**config.mk**
```make
export PLATFORM = sky130hd
export DESIGN_NAME = memoria_de_dados_param
export DESIGN_NICKNAME = d
export VERILOG_FILES = /design/src/rtl/memoria_de_dados_param.sv
export SDC_FILE = /design/constraint.sdc
export NUM_CORES = 2
export LEC_CHECK = 0
export BUFFER_PORTS_ARGS = -buffer_cell sky130_fd_sc_hd__clkbuf_2
export CAP_MARGIN = 20
export CELL_PAD_IN_SITES_DETAIL_PLACEMENT = 2
export CELL_PAD_IN_SITES_GLOBAL_PLACEMENT = 2
export CORE_MARGIN = 2
export CORE_UTILIZATION = 35
export DETAILED_ROUTE_END_ITERATION = 16
export PLACE_DENSITY_LB_ADDON = 0.3
export SETUP_SLACK_MARGIN = 0.15
export SYNTH_ARGS = -nofsm -noshare
export SYNTH_HDL_FRONTEND = slang
export SYNTH_MEMORY_MAX_BITS = 65536
export SYNTH_SLANG_ARGS = --single-unit
```
**constraint.sdc**
```tcl
create_clock -name clock -period 2.6 [get_ports clock]
set_clock_uncertainty 0.15 [all_clocks]
set_input_delay 0.52 -clock clock [delete_from_list [all_inputs] [get_ports clock]]
set_output_delay 0.52 -clock clock [all_outputs]
set_load 0.005 [all_outputs]
```
**src/rtl/memoria_de_dados_param.sv**
```systemverilog
// Byte-addressed data memory with byte/half/word access and sign/zero-extended reads.
// Latency: writes complete at the accepting edge; read data is valid READ_LATENCY edges after acceptance.
// Backpressure: ocupado=1 while a read waits (L>1), and requests seen then are dropped silently.
//
// Ports:
//   clock, reset        - rising-edge clock, asynchronous active-low reset
//   endereco            - byte address (word index = [ADDR_WIDTH-1:2], lane = [1:0])
//   memRead, memWrite   - request strobes; both high at once is rejected
//   tamanho, semSinal   - access size (00 byte, 01 half, 10 word) and zero-extend select
//   dado_Escrito        - right-aligned write data
//   dado_Lido           - extended read data, held until the next delivery
//   dado_Valido, erro   - one-cycle pulses: read delivered / request rejected
//   ocupado             - requests are ignored this cycle
module memoria_de_dados_param #(
  parameter int MEM_SIZE     = 150,
  parameter int ADDR_WIDTH   = 26,
  parameter int READ_LATENCY = 1
) (
  input  logic                  clock,
  input  logic                  reset,
  input  logic [ADDR_WIDTH-1:0] endereco,
  input  logic                  memRead,
  input  logic                  memWrite,
  input  logic [1:0]            tamanho,
  input  logic                  semSinal,
  input  logic [31:0]           dado_Escrito,
  output logic [31:0]           dado_Lido,
  output logic                  dado_Valido,
  output logic                  ocupado,
  output logic                  erro
);

  localparam int IDX_W  = ADDR_WIDTH - 2;
  localparam int MIDX_W = (MEM_SIZE > 1) ? $clog2(MEM_SIZE) : 1;
  // Extra ESPERA cycles after the first one; only meaningful when READ_LATENCY > 1.
  localparam logic [1:0] CNT_INIT = 2'(READ_LATENCY - 2);

  typedef enum logic [1:0] {
    OCIOSO  = 2'd0,
    ESPERA  = 2'd1,
    ENTREGA = 2'd2
  } state_t;

  state_t      state_q, state_d;
  logic [1:0]  cnt_q, cnt_d;
  logic [31:0] pend_q, pend_d;
  logic [31:0] lido_q, lido_d;
  logic        erro_q, erro_d;

  logic [31:0] mem_q [MEM_SIZE];

  logic [IDX_W-1:0]  word_idx;
  logic [MIDX_W-1:0] mem_idx;
  logic [1:0]        lane;
  logic              in_range;
  logic              bad_req;
  logic              wr_en;
  logic [3:0]        wr_be;
  logic [31:0]       wr_dat;
  logic [31:0]       rd_word;
  logic [7:0]        rd_byte;
  logic [15:0]       rd_half;
  logic [31:0]       rd_fmt;

  assign word_idx = endereco[ADDR_WIDTH-1:2];
  assign mem_idx  = word_idx[MIDX_W-1:0];
  assign lane     = endereco[1:0];
  assign in_range = (32'(word_idx) < MEM_SIZE);

  // Rejection covers malformed requests only; ignoring during ESPERA is handled by the FSM.
  always_comb begin
    bad_req = (memRead & memWrite) | ~in_range;
    case (tamanho)
      2'b00:   bad_req = bad_req;
      2'b01:   bad_req = bad_req | lane[0];
      2'b10:   bad_req = bad_req | (lane != 2'b00);
      default: bad_req = 1'b1;
    endcase
  end

  // Read path: pick lane(s), shift to bit 0, then extend.
  always_comb begin
    rd_word = mem_q[mem_idx];
    rd_byte = rd_word[{lane, 3'b000} +: 8];
    rd_half = lane[1] ? rd_word[31:16] : rd_word[15:0];
    case (tamanho)
      2'b00:   rd_fmt = semSinal ? {24'h0, rd_byte} : {{24{rd_byte[7]}}, rd_byte};
      2'b01:   rd_fmt = semSinal ? {16'h0, rd_half} : {{16{rd_half[15]}}, rd_half};
      default: rd_fmt = rd_word;
    endcase
  end

  // Write path: replicate the data across lanes and let the byte enables pick the targets.
  always_comb begin
    wr_be  = 4'b1111;
    wr_dat = dado_Escrito;
    case (tamanho)
      2'b00: begin
        wr_be  = 4'b0001 << lane;
        wr_dat = {4{dado_Escrito[7:0]}};
      end
      2'b01: begin
        wr_be  = lane[1] ? 4'b1100 : 4'b0011;
        wr_dat = {2{dado_Escrito[15:0]}};
      end
      default: begin
        wr_be  = 4'b1111;
        wr_dat = dado_Escrito;
      end
    endcase
  end

  always_comb begin
    state_d = state_q;
    cnt_d   = cnt_q;
    pend_d  = pend_q;
    lido_d  = lido_q;
    erro_d  = 1'b0;
    wr_en   = 1'b0;
    case (state_q)
      ESPERA: begin
        if (cnt_q == 2'd0) begin
          state_d = ENTREGA;
          lido_d  = pend_q;
        end else begin
          cnt_d = cnt_q - 2'd1;
        end
      end
      default: begin
        // OCIOSO and ENTREGA both accept; ENTREGA lasts one cycle, so L=1 streams reads.
        state_d = OCIOSO;
        if (memRead | memWrite) begin
          if (bad_req) begin
            erro_d = 1'b1;
          end else if (memWrite) begin
            wr_en = 1'b1;
          end else if (READ_LATENCY == 1) begin
            state_d = ENTREGA;
            lido_d  = rd_fmt;
          end else begin
            // Result is captured now so a later write cannot change what gets delivered.
            state_d = ESPERA;
            pend_d  = rd_fmt;
            cnt_d   = CNT_INIT;
          end
        end
      end
    endcase
  end

  always_ff @(posedge clock or negedge reset) begin
    if (!reset) begin
      state_q <= OCIOSO;
      cnt_q   <= 2'd0;
      pend_q  <= 32'h0;
      lido_q  <= 32'h0;
      erro_q  <= 1'b0;
    end else begin
      state_q <= state_d;
      cnt_q   <= cnt_d;
      pend_q  <= pend_d;
      lido_q  <= lido_d;
      erro_q  <= erro_d;
    end
  end

  // Storage is deliberately outside the reset domain so contents survive reset.
  always_ff @(posedge clock) begin
    if (wr_en) begin
      for (int i = 0; i < 4; i++) begin
        if (wr_be[i]) mem_q[mem_idx][8*i +: 8] <= wr_dat[8*i +: 8];
      end
    end
  end

  assign dado_Lido   = lido_q;
  assign dado_Valido = (state_q == ENTREGA);
  assign ocupado     = (state_q == ESPERA);
  assign erro        = erro_q;

endmodule

```
==> results_dict.tcl <==
set metrics [dict create \
    run_status "finished with violations" \
    violations "max-capacitance violations, max-slew violations, negative setup slack" \
    io_pins 100 \
    drv_cap 1 \
    drive_gt1_frac 0.408 \
    min_period_over_period 1.43 \
    startpoint "mem_q[16][23]" \
    cts_tree "yes" \
    htreeDepth 6 \
    fillCellCount 48500 \
    cp_data_required_time_ns 3.49 \
    instances_no_fill 18500 \
    core-area_um2 537000 \
    grt_overflow 0 \
    clock_path_buffers 4 \
    max_slew.worst_pin.slew_ns 1.87 \
    initial_core_util 0.352 \
    cp_max_fo 8 \
    place_inst 17400 \
    p_per_area_nw_per_um2 728 \
    grt_usage 0.270 \
    antenna_found_initial 68 \
    avgSynthCellArea_um2 21.7 \
    vdd_drop_max_v 0.000745 \
    port_buffers 98 \
    num_vias 108000 \
    muxShareOfSynthArea 0.171 \
    synth.largest_area_cell "edfxtp_1" \
    syn_area_um2 189000 \
    viasPerCell 5.83 \
    reg2reg_slack_ns -1.12 \
    power_leakage_uw 0.0774 \
    cp-end-kind "flip-flop" \
    endpoint "dado_Lido[14]" \
    hold_class "in2reg" \
    fin_nets 11000 \
    r2r-end "dado_Lido[14]" \
    grt_max_degree 126 \
    avgRoutedWirePerCell_um 41.2 \
    synthAdderAreaFrac 0.000265 \
    yosys-top-cells-area "edfxtp_1, mux4_2, mux2i_1, nor2_1, nand2_1" \
    yosys_warnings 0 \
    areaGrowthSynthToFinish_pct 26.9 \
    synthSimpleGateAreaFrac 0.0265 \
    setup_viol 4832 \
    path_class "reg2reg" \
    clock_latency_ns 1.13 \
    syn_inst 8700 \
    die_w_um 739 \
    pre_cts_ws_ns -2.51 \
    drt_iter0_drc 15100 \
    drt_first_pass_iters 6 \
    dieArea_um2 546000 \
    dp_hpwl_um 512000 \
    synthFlopType "edfxtp_1" \
    slew_headroom -0.254 \
    num_rows 269 \
    synth_top_family_by_area "multiplexers" \
    ys_seq_area_frac 0.767 \
    crit_top_cell "buf_4" \
    rsz0062_at_grt "true" \
    clkTransAtPathRegs_ns 0.09 \
    path_cells "mux4_2 > nand2_1 > a32o_1 > nor4b_2 > o31ai_4 > buf_4 > a21oi_4 > o41ai_2 > buf_4 > o21ai_2 > buf_6 > o22a_1" \
    hold_viol 0 \
    synth_edf_count 4800 \
    ant_nets 0 \
    cts_buffers 532 \
    cts_num_sinks 4834 \
    synth.ff_latch_count 4834 \
    rr_worst_depth 12 \
    synth-compound-area-share 0.0179 \
    wirelength_um 763000 \
    cp.arrival_ns 4.60 \
    slew_violations 4 \
    register_area_um2 145000 \
    slowest_delay_ns 0.77 \
    hold_ws_ns 0.133 \
    hold_path_depth 4 \
    hp-start "dado_Escrito[31]" \
    grt_pass1_vias 112000 \
    ys_types 80 \
    tns_ns -2048.75 \
    grt_pass1_wl_um 1010000 \
    dieHeight_um 739 \
    fmax_ghz 0.269 \
    synth-xor-area-share 0 \
    ys_async_sr_fraction 0.00703 \
    slowest_stage "nor4b_2" \
    layout_common_cells "edfxtp_1, mux4_2, buf_4" \
    multi_input_area_um2 43600 \
    start_kind "flip-flop" \
    routabilityCongestion 0.932 \
    rr_startpoint "mem_q[16][23]" \
    netlist.area_leader.share 0.763 \
    setup_slack_ns -1.12 \
    finalCriticalPeriod_ns 3.72 \
    synth_fp_nets 8769 \
    cts_root_buf "clkbuf_16" \
    drc 0 \
    final_common_cell "edfxtp_1" \
]
[synth_stat cells (5+ instances only)]
cell type / count
a21oi_1: 84
a32oi_1: 12
mux2i_1: 312
dfrtp_1: 34
a41oi_1: 5
edfxtp_1: 4800
o22ai_1: 35
nor3_2: 5
a22o_1: 22
a211oi_1: 21
nor2b_1: 14
and3_1: 6
a22oi_1: 128
buf_1: 37
nor2_1: 692
a2111oi_0: 5
buf_6: 75
a221oi_1: 7
clkbuf_1: 154
mux2_2: 17
o2111ai_1: 5
nor3_1: 12
o32a_1: 8
nand2b_1: 13
mux4_2: 1292
nand3_1: 51
inv_1: 11
o41ai_1: 9
o211ai_1: 16
buf_8: 5
a32o_1: 6
buf_2: 145
o21ai_0: 51
nand4_1: 8
and2_1: 9
buf_4: 93
o22a_1: 5
nand2_1: 387
nor4_1: 11
a31oi_1: 14
[repair_timing]
item / CTS / global route
setup endpoints to repair: 4844 / 4957
resized for setup: 408 / 303
endpoints found under the hold margin: 1105 / 0
gates cloned: 31 / 25
setup buffers: 44 / 29
hold buffers: 46 / 0
pin swaps: 123 / 84
[registers in the layout, summed over array words and instances (netlist names)]
signal and cells:
erro 1, dado_Lido 32, state_q 1, mem_q 4800
[per-layer routing]
layer / vias to the layer above / wire (µm) / part of all wire / GRT usage
met5: - / 210 / 0.00028 / 0
met4: 32 / 48500 / 0.064 / 0.146
met3: 1381 / 75200 / 0.099 / 0.0660
met2: 6063 / 352000 / 0.46 / 0.421
met1: 59400 / 287000 / 0.38 / 0.348
li1: 40900 / - / - / -
[cell type report]
| cell class | count | area share |
|---|---|---|
| tap | 7181 | 0.0375 |
| antenna | 16 | 0.000167 |
| timing repair buffer | 2173 | 0.107 |
| inverter | 14 | 0.000250 |
| clock inverter | 287 | 0.0111 |
| sequential | 4834 | 0.604 |
| clock buffer | 643 | 0.0578 |
| multi-input combinational | 3343 | 0.182 |
[how the worst min path moves through the flow]
stage          slack, ns             end
3_5_place_dp        0.46   dado_Lido[26]
2_1_floorplan       0.07    dado_Lido[0]
4_1_cts             0.03  mem_q[132][31]
3_3_place_gp        0.46   dado_Lido[28]
6_report            0.13  mem_q[148][31]
5_1_grt             0.09  mem_q[132][31]
[report_power, final]
part           leakage [µW]  internal (µW)  switching, µW
clock               0.00804          41400          32900
combinational        0.0266           5110           8320
sequential           0.0428          86600            330
total                0.0774         133000          41600
[cells by family after synthesis]
logic type / count (synthesis)
buf+inv: 528
simple gates: 1234
compound gates: 478
fa+ha+maj: 4
mux: 1621
flops: 4834
other cells: 1
[critical path: cells and delay by family, from the launching register on]
kind            cells  cell delay [ns]
buf+inv             3             0.51
mux                 1             0.33
compound gates      6             1.14
simple gates        2             0.82
flops               1             0.65
[per-stage QoR]
stage                     area (µm²)   util  power, µW
after detailed placement      218000  0.405     101000
final                         240000  0.447     175000
after global routing          240000  0.447     178000
after floorplan               190000      -      93800
after global placement        218000  0.405     100000
after CTS                     238000  0.443     175000
Power figures use the tool's default switching activity.
